<file path="src/rtl/kcpsm3_irq_pkg.sv">
// Shared types and helpers for the KCPSM3 interrupt collector.
package kcpsm3_irq_pkg;

  localparam int NUM_SRC = 5;
  localparam int SRC_W   = 3;
  localparam int CNT_W   = 4;

  typedef enum logic [1:0] {
    IDLE,
    ASSERT,
    HOLDOFF
  } state_e;

  // Lowest set index wins; zero when nothing is set.
  function automatic logic [SRC_W-1:0] prio_enc5(
    input logic [NUM_SRC-1:0] a
  );
    logic [SRC_W-1:0] enc;
    enc = '0;
    for (int i = NUM_SRC - 1; i >= 0; i--) begin
      if (a[i]) enc = SRC_W'(i);
    end
    return enc;
  endfunction

endpackage

</file>
<file path="src/rtl/kcpsm3_irq_collector_sync.sv">
// One-bit synchronizer plus falling-edge detector for an active-low request.
module irq_sync_edge #(
  parameter int STAGES = 2
) (
  input  logic clk,
  input  logic rst_n,
  input  logic d_n,
  output logic sync_o,
  output logic fall_o
);

  logic [STAGES-1:0] sync_q, sync_d;
  logic              prev_q, prev_d;
  logic [STAGES:0]   vld_q, vld_d;

  always_comb begin
    sync_d = {sync_q[STAGES-2:0], d_n};
    prev_d = sync_q[STAGES-1];
    vld_d  = {vld_q[STAGES-1:0], 1'b1};
  end

  always_ff @(posedge clk or negedge rst_n) begin
    if (!rst_n) begin
      sync_q <= '1;
      prev_q <= 1'b1;
      vld_q  <= '0;
    end else begin
      sync_q <= sync_d;
      prev_q <= prev_d;
      vld_q  <= vld_d;
    end
  end

  // Edges only count once both compared samples came from the pin,
  // so a line held low across reset is never mistaken for a new edge.
  assign sync_o = sync_q[STAGES-1];
  assign fall_o = vld_q[STAGES] & prev_q & ~sync_q[STAGES-1];

endmodule

</file>
<file path="src/rtl/kcpsm3_irq_collector.sv">
// Five-source interrupt collector for KCPSM3: sync, latch, mask, ack, holdoff.
// Define KCPSM3_IRQ_LEVEL_MODE_EN for level-sensitive pending bits.
module kcpsm3_irq_collector
  import kcpsm3_irq_pkg::*;
#(
  parameter int SYNC_STAGES    = 2,
  parameter int HOLDOFF_CYCLES = 4
) (
  input  logic               clk,
  input  logic               rst_n,
  input  logic [NUM_SRC-1:0] req_n,
  input  logic [NUM_SRC-1:0] mask,
  input  logic               clear_we,
  input  logic [NUM_SRC-1:0] clear_data,
  input  logic               interrupt_ack,
  output logic               interrupt,
  output logic [SRC_W-1:0]   src_id,
  output logic [NUM_SRC-1:0] pending
);

  logic [NUM_SRC-1:0] syn, fall;
  logic [NUM_SRC-1:0] active, ack_clr;
  logic [NUM_SRC-1:0] pend_q, pend_d;
  logic [SRC_W-1:0]   src_q, src_d, enc;
  logic [CNT_W-1:0]   cnt_q, cnt_d;
  state_e             state_q, state_d;
  logic               int_q, int_d;
  logic               any;

  for (genvar g = 0; g < NUM_SRC; g++) begin : g_sync
    irq_sync_edge #(
      .STAGES (SYNC_STAGES)
    ) u_sync (
      .clk    (clk),
      .rst_n  (rst_n),
      .d_n    (req_n[g]),
      .sync_o (syn[g]),
      .fall_o (fall[g])
    );
  end

  always_comb begin
    active  = pend_q & mask;
    any     = |active;
    enc     = prio_enc5(active);
    state_d = state_q;
    cnt_d   = cnt_q;
    src_d   = src_q;
    ack_clr = '0;
    unique case (state_q)
      IDLE: begin
        if (any) state_d = ASSERT;
      end
      ASSERT: begin
        if (!any) begin
          state_d = IDLE;
        end else if (interrupt_ack) begin
          src_d   = enc;
          ack_clr = {{(NUM_SRC-1){1'b0}}, 1'b1} << enc;
          cnt_d   = CNT_W'(HOLDOFF_CYCLES);
          state_d = HOLDOFF;
        end
      end
      HOLDOFF: begin
        if (cnt_q != '0) cnt_d = cnt_q - 1'b1;
        if (cnt_q <= CNT_W'(1)) state_d = IDLE;
      end
      default: state_d = IDLE;
    endcase
    int_d = (state_d == ASSERT);
  end

`ifdef KCPSM3_IRQ_LEVEL_MODE_EN
  logic unused_clr;
  assign unused_clr = ^{clear_we, clear_data, ack_clr, fall};

  always_comb begin
    pend_d = ~syn;
  end
`else
  logic unused_syn;
  assign unused_syn = ^syn;

  // Set wins over both software clear and ack clear.
  always_comb begin
    pend_d = pend_q & ~(ack_clr | (clear_we ? clear_data : '0));
    pend_d = pend_d | fall;
  end
`endif

  always_ff @(posedge clk or negedge rst_n) begin
    if (!rst_n) begin
      state_q <= IDLE;
      cnt_q   <= '0;
      src_q   <= '0;
      pend_q  <= '0;
      int_q   <= 1'b0;
    end else begin
      state_q <= state_d;
      cnt_q   <= cnt_d;
      src_q   <= src_d;
      pend_q  <= pend_d;
      int_q   <= int_d;
    end
  end

  assign interrupt = int_q;
  assign src_id    = src_q;
  assign pending   = pend_q;

endmodule
</file>
<file path="config.mk">
export PLATFORM = sky130hd
export DESIGN_NAME = kcpsm3_irq_collector
export DESIGN_NICKNAME = d
export VERILOG_FILES = /design/src/rtl/kcpsm3_irq_pkg.sv /design/src/rtl/kcpsm3_irq_collector_sync.sv /design/src/rtl/kcpsm3_irq_collector.sv
export SDC_FILE = /design/constraint.sdc
export NUM_CORES = 1
export LEC_CHECK = 0
export ABC_AREA = 0
export CELL_PAD_IN_SITES_DETAIL_PLACEMENT = 1
export CELL_PAD_IN_SITES_GLOBAL_PLACEMENT = 2
export CORE_MARGIN = 4
export CORE_UTILIZATION = 39
export DETAILED_ROUTE_END_ITERATION = 10
export PLACE_DENSITY_LB_ADDON = 0.1
export SYNTH_ARGS = -nofsm -noshare
export SYNTH_HDL_FRONTEND = slang
export SYNTH_HIERARCHICAL = 1
export SYNTH_SLANG_ARGS = --single-unit
</file>
<file path="constraint.sdc">
create_clock -name clk -period 3.5 [get_ports clk]
set_input_delay 0.7 -clock clk [delete_from_list [all_inputs] [get_ports clk]]
set_output_delay 0.7 -clock clk [all_outputs]
set_load 0.02 [all_outputs]
</file>
# ---- After elaboration in Yosys (flattened, before gate mapping)
# Cells that the tools add are included.
dict set report word_totals {
  register_bits 45
  in_bits 19
  output_inout_bits 9
}
dict set report op_classes {
  addsub 1
  order_cmp 1
  n_eq_ne 6
  shifts 1
  muxes 18
  bitwise 20
  reduce_logical 6
}
# op count
set ops {}
lappend ops {{$mux 5} 4}
lappend ops {{$mux 3} 5}
lappend ops {{$mux 4} 3}
lappend ops {{$and 1x1->1} 10}
lappend ops {{$and 5x5->5} 2}
lappend ops {{$or 5x5->5} 2}
lappend ops {{$mux 2} 4}
lappend ops {{$pmux 4 s2} 1}
lappend ops {{$ne 2x2->1 const B} 3}
lappend ops {{$pmux 2 s3} 1}
lappend ops {{$not 1->1} 5}
lappend ops {{$not 5->5} 1}
lappend ops {{$reduce_or 5->1} 1}
lappend ops {{$shl 1x3->5 const A} 1}
lappend ops {{$eq 2x1->1 const B} 2}
lappend ops {{$le 4x1->1 const B} 1}
lappend ops {{$reduce_and 4->1} 1}
lappend ops {{$reduce_bool 4->1} 1}
lappend ops {{$sub 4x1->4 const B} 1}
lappend ops {{$reduce_and 3->1} 1}
lappend ops {{$eq 2x2->1 const B} 1}
lappend ops {{$logic_not 2->1} 1}
lappend ops {{$reduce_bool 2->1} 1}

# ---- Logic depth before layout (Yosys ltp)
dict set report logic_depth {
  depth_word 14
  mapped_depth 5
}

# ---- By module
# Netlist, hierarchy kept.
# module n_inst cells_per_inst area_per_inst_um2 seq_area_each_um2
set modules_own_cells {}
lappend modules_own_cells {irq_sync_edge 5 8 166.4 153.9}
lappend modules_own_cells {kcpsm3_irq_collector 1 75 790.8 375.4}

# ---- Worst setup path before layout
# Ideal clock, no wire load.
dict set report synth_path {
  path_type {input -> register}
  startpoint {input port mask[0]}
  endpoint {register src_q[0], in the netlist src_id[0]}
  setup_ps 125
  arrival_time_ps 1445
  required_ps 3375
  slack_ps 1930
  path_stages 4
  cell_sequence {a22oi_2 > and3_4 > nor2_2 > mux2_4}
}
dict set report synth_between {
  elab_chain_cells 3
}
# element line
set synth_rtl {}
lappend synth_rtl {{start, declared} kcpsm3_irq_collector.sv:12} ;# input logic [NUM_SRC-1:0] mask,
lappend synth_rtl {{$and 5x5->5 (*)} kcpsm3_irq_collector.sv:43} ;# active = pend_q & mask;
lappend synth_rtl {{$reduce_or 5->1} kcpsm3_irq_collector.sv:44} ;# any = |active;
lappend synth_rtl {{$reduce_and 3->1 (no source line)} -}
lappend synth_rtl {{end signal, assigned} kcpsm3_irq_collector.sv:101} ;# src_q <= src_d;
lappend synth_rtl {{end, declared} kcpsm3_irq_collector.sv:24} ;# logic [SRC_W-1:0] src_q, src_d, enc;
# Every way passes the cells marked *; elsewhere a longest branch is shown, timed or not.
# A chain may end at the register's enable or synchronous reset.

# ---- Final worst setup path
dict set report layout_path {
  startpoint {register pend_q[0], in the netlist pending[0]}
  endpoint {output port pending[0]}
}
# element line
set layout_rtl {}
lappend layout_rtl {{start, declared} kcpsm3_irq_collector.sv:23} ;# logic [NUM_SRC-1:0] pend_q, pend_d;
lappend layout_rtl {{start signal, assigned} kcpsm3_irq_collector.sv:102} ;# pend_q <= pend_d;
lappend layout_rtl {{end, declared} kcpsm3_irq_collector.sv:18} ;# output logic [NUM_SRC-1:0] pending
# No word-level cell between the ends.

==> results.cfg <==
[run_status]
status = finished, final reports clean

[logic_synthesis]
ys_types = 32
netlist_instances = 115
yosys_warnings = 6
ys_ff_latch = 45
syn_nets = 136
synth_seq_area_share_pct = 70.55
avgSynthCellArea_um2 = 14.11
syn_area_um2 = 1623

[grt]
grt_use_total_pct = 13.14
antenna_found_initial = 0
grt_pass1_vias = 1106
use_met1_pct = 15.85
busiest_layer = met2
grt-ovfl-total = 0
grt_pass1_wl_um = 5161
grt_util_met2_pct = 21.13
use_met3_pct = 5.125
grt_max_degree = 46

[hold_path]
whs_path_depth = 0
hold_end = g_sync[2].u_sync/vld_q[2]
min_path_type = reg2reg
hold_start = g_sync[2].u_sync/vld_q[1]

[final_layout]
multi_input_comb_area_um2 = 470.5
register_area_um2 = 1145
fin_nets = 170
finalNonFillerCells = 200
nFillCells = 403
diodes = 0
drive_gt1_share_pct = 21.33
synthToLayoutAreaGrowth_pct = 27.37

[worst_setup_path]
critical_path.cell_chain = clkdlybuf4s50_1
critPathMaxStageDelay_ps = 650
crit_family = buffers and inverters
crit_path_top_delay_cell = clkdlybuf4s50_1
worstSetupStartpoint = pending[0]
path_max_fanout = 6
crit_type = reg2out
cp.required_ps = 2800
crit_path_end_kind = output port
timing.rr.start = pending[0]
critPathLaunchType = register
r2r-end = src_id[0]
worstPathArrival_ps = 1410
ff2ff_setup_slack_ps = 2050
path_buf_inv = 1
r2r_cells = 4

[timing]
period_needed_ps = 2111
fin_skew_ps = 5.017
rsz0062_at_grt = false
setup_viol_count_final = 0
tightestPinTransition_ps = 962.0
slew_violations = 0
post-route-period-util_pct = 60.32
max_freq_mhz = 473.6
hold_violations = 0
timing.hold.ws_ps = 352.1
timing.setup.tns_ps = 0
relSlewSlack_pct = 35.87

[placement]
place_inst = 192
dp_hpwl_um = 2224
gp_congestion = 0.7457
portBuffers = 27

[power]
p_per_area_nw_per_um2 = 679.8
leakagePower_nw = 0.8871
ir_drop_mv = 0.2795

[clock_network]
clk_path_buf_depth = 2
postCtsResizedCells = 0
htreeDepth = 2
path_clk_slew_ps = 80
postCtsHoldBufs = 0
numCtsBuffers = 5
clkLatencyLatePin_ps = 290
numClockSinks = 45
post-cts-setup-buffer-count = 0
cts_tree = yes
root_buffer = clkbuf_8

[floorplan]
num_rows = 23
die_w_um = 72.51
floorplan.initialDensity_pct = 40.57
die_h_um = 72.51
core_area_um2 = 4000
die-area_um2 = 5257
ios = 28

[routing]
wire_per_inst_um = 14.80
drt-pass1-iter-count = 4
routed_wirelength_um = 2959
ant_nets = 0
drt_first_iter_violations = 33
vias = 976
vias_per_cell = 4.880
drc = 0

[job]
max_cap_violations = 0
-- placed cells by master (no fill, tap or decap), types with 2 or more instances in the layout --
cell / Yosys / routed
nand2_1: 13 / 13
a211oi_1: 2 / 2
nor2_1: 7 / 7
a31oi_1: 2 / 2
a22oi_2: 2 / 2
nor2_2: 2 / 2
nand2b_1: 2 / 2
a31o_1: 4 / 4
inv_1: 2 / 2
dfrtp_1: 30 / 30
clkdlybuf4s50_1: 0 / 26
and3b_1: 5 / 5
clkbuf_8: 0 / 6
ha_1: 2 / 2
conb_1: 5 / 5
dfstp_2: 15 / 15
a21o_1: 2 / 2
a21oi_1: 3 / 3
a22o_1: 2 / 2
-- synthesized netlist by cell type, drive strengths merged --
cell     n  share of area (%)
nand3    1               0.31
o211ai   1               0.46
mux2i    1               0.62
a32oi    1               0.54
nor2     9                2.4
a22o     2                1.1
a22oi    2                1.5
o22a     1               0.54
dfrtp   30                 46
nor3     1               0.31
nand2b   3                1.6
nor4     1               0.77
dfstp   15                 24
a21o     2               0.92
a21oi    3               0.92
and3     1               0.69
o32ai    1               0.54
inv      2               0.46
a21boi   1               0.46
a31o     4                2.2
nand2   13                3.0
mux2     1               0.92
a211oi   2               0.92
nand3b   2                1.7
a31oi    2               0.77
conb     5                1.2
and3b    5                2.7
ha       2                1.5
nand4    1               0.39
-- sequential cells by signal, summed over array words and instances (netlist names) --
name and cells:
cnt_q 4, g_sync.u_sync/prev_q 5, g_sync.u_sync/sync_q 10, g_sync.u_sync/vld_q 15, interrupt 1, pending 5, src_id 3, state_q 2
-- layout make-up --
class,instances,share of cell area (%)
sequential,45,55.39
inverter,2,0.3632
clock inverter,1,1.453
multi-input combinational,68,22.76
timing repair buffer,27,12.83
tap,50,3.027
clock buffer,7,4.177
-- per-layer routing --
metal | wire (µm) | share of wire (%)
met5 | 0 | 0
met3 | 168 | 5.7
met4 | 65 | 2.2
met1 | 1247 | 42
met2 | 1478 | 50
-- power by group --
| part | internal (W) | switching, W |
|---|---|---|
| clock | 0.000233 | 0.000168 |
| combinational | 0.000168 | 0.000164 |
| sequential | 0.000603 | 0.0000702 |
| total | 0.00100 | 0.000402 |
-- kinds of logic after synthesis --
| logic type | share of synthesized area, % |
|---|---|
| other cells | 1.157 |
| simple gates | 13.88 |
| fa+ha+maj | 1.542 |
| compound gates | 10.87 |
| mux | 1.542 |
| buf+inv | 0.4628 |
| flops | 70.55 |
-- worst max-delay path by stage --
stage / slack (ps) / cells past startpoint / to
5_1_grt: 1330 / 1 / pending[0]
2_1_floorplan: 1930 / 4 / src_id[0]
3_5_place_dp: 1290 / 5 / src_id[0]
6_report: 1390 / 1 / pending[0]
4_1_cts: 1370 / 1 / pending[0]
3_3_place_gp: 1350 / 5 / src_id[0]
-- metrics by stage --
| stage | utilization (%) | worst slack [ps] | cell area [µm²] | power (W) |
|---|---|---|---|---|
| after floorplan | - | 1930 | 1623 | 0.0008678 |
| after global placement | 48.76 | 1347 | 1951 | 0.001005 |
| after detailed placement | 48.76 | 1288 | 1951 | 0.001020 |
| after CTS | 51.67 | 1373 | 2067 | 0.001428 |
| after global routing | 51.67 | 1328 | 2067 | 0.001489 |
| final | 51.67 | 1389 | 2067 | 0.001405 |
No activity file was read; power rests on OpenSTA's default activity.
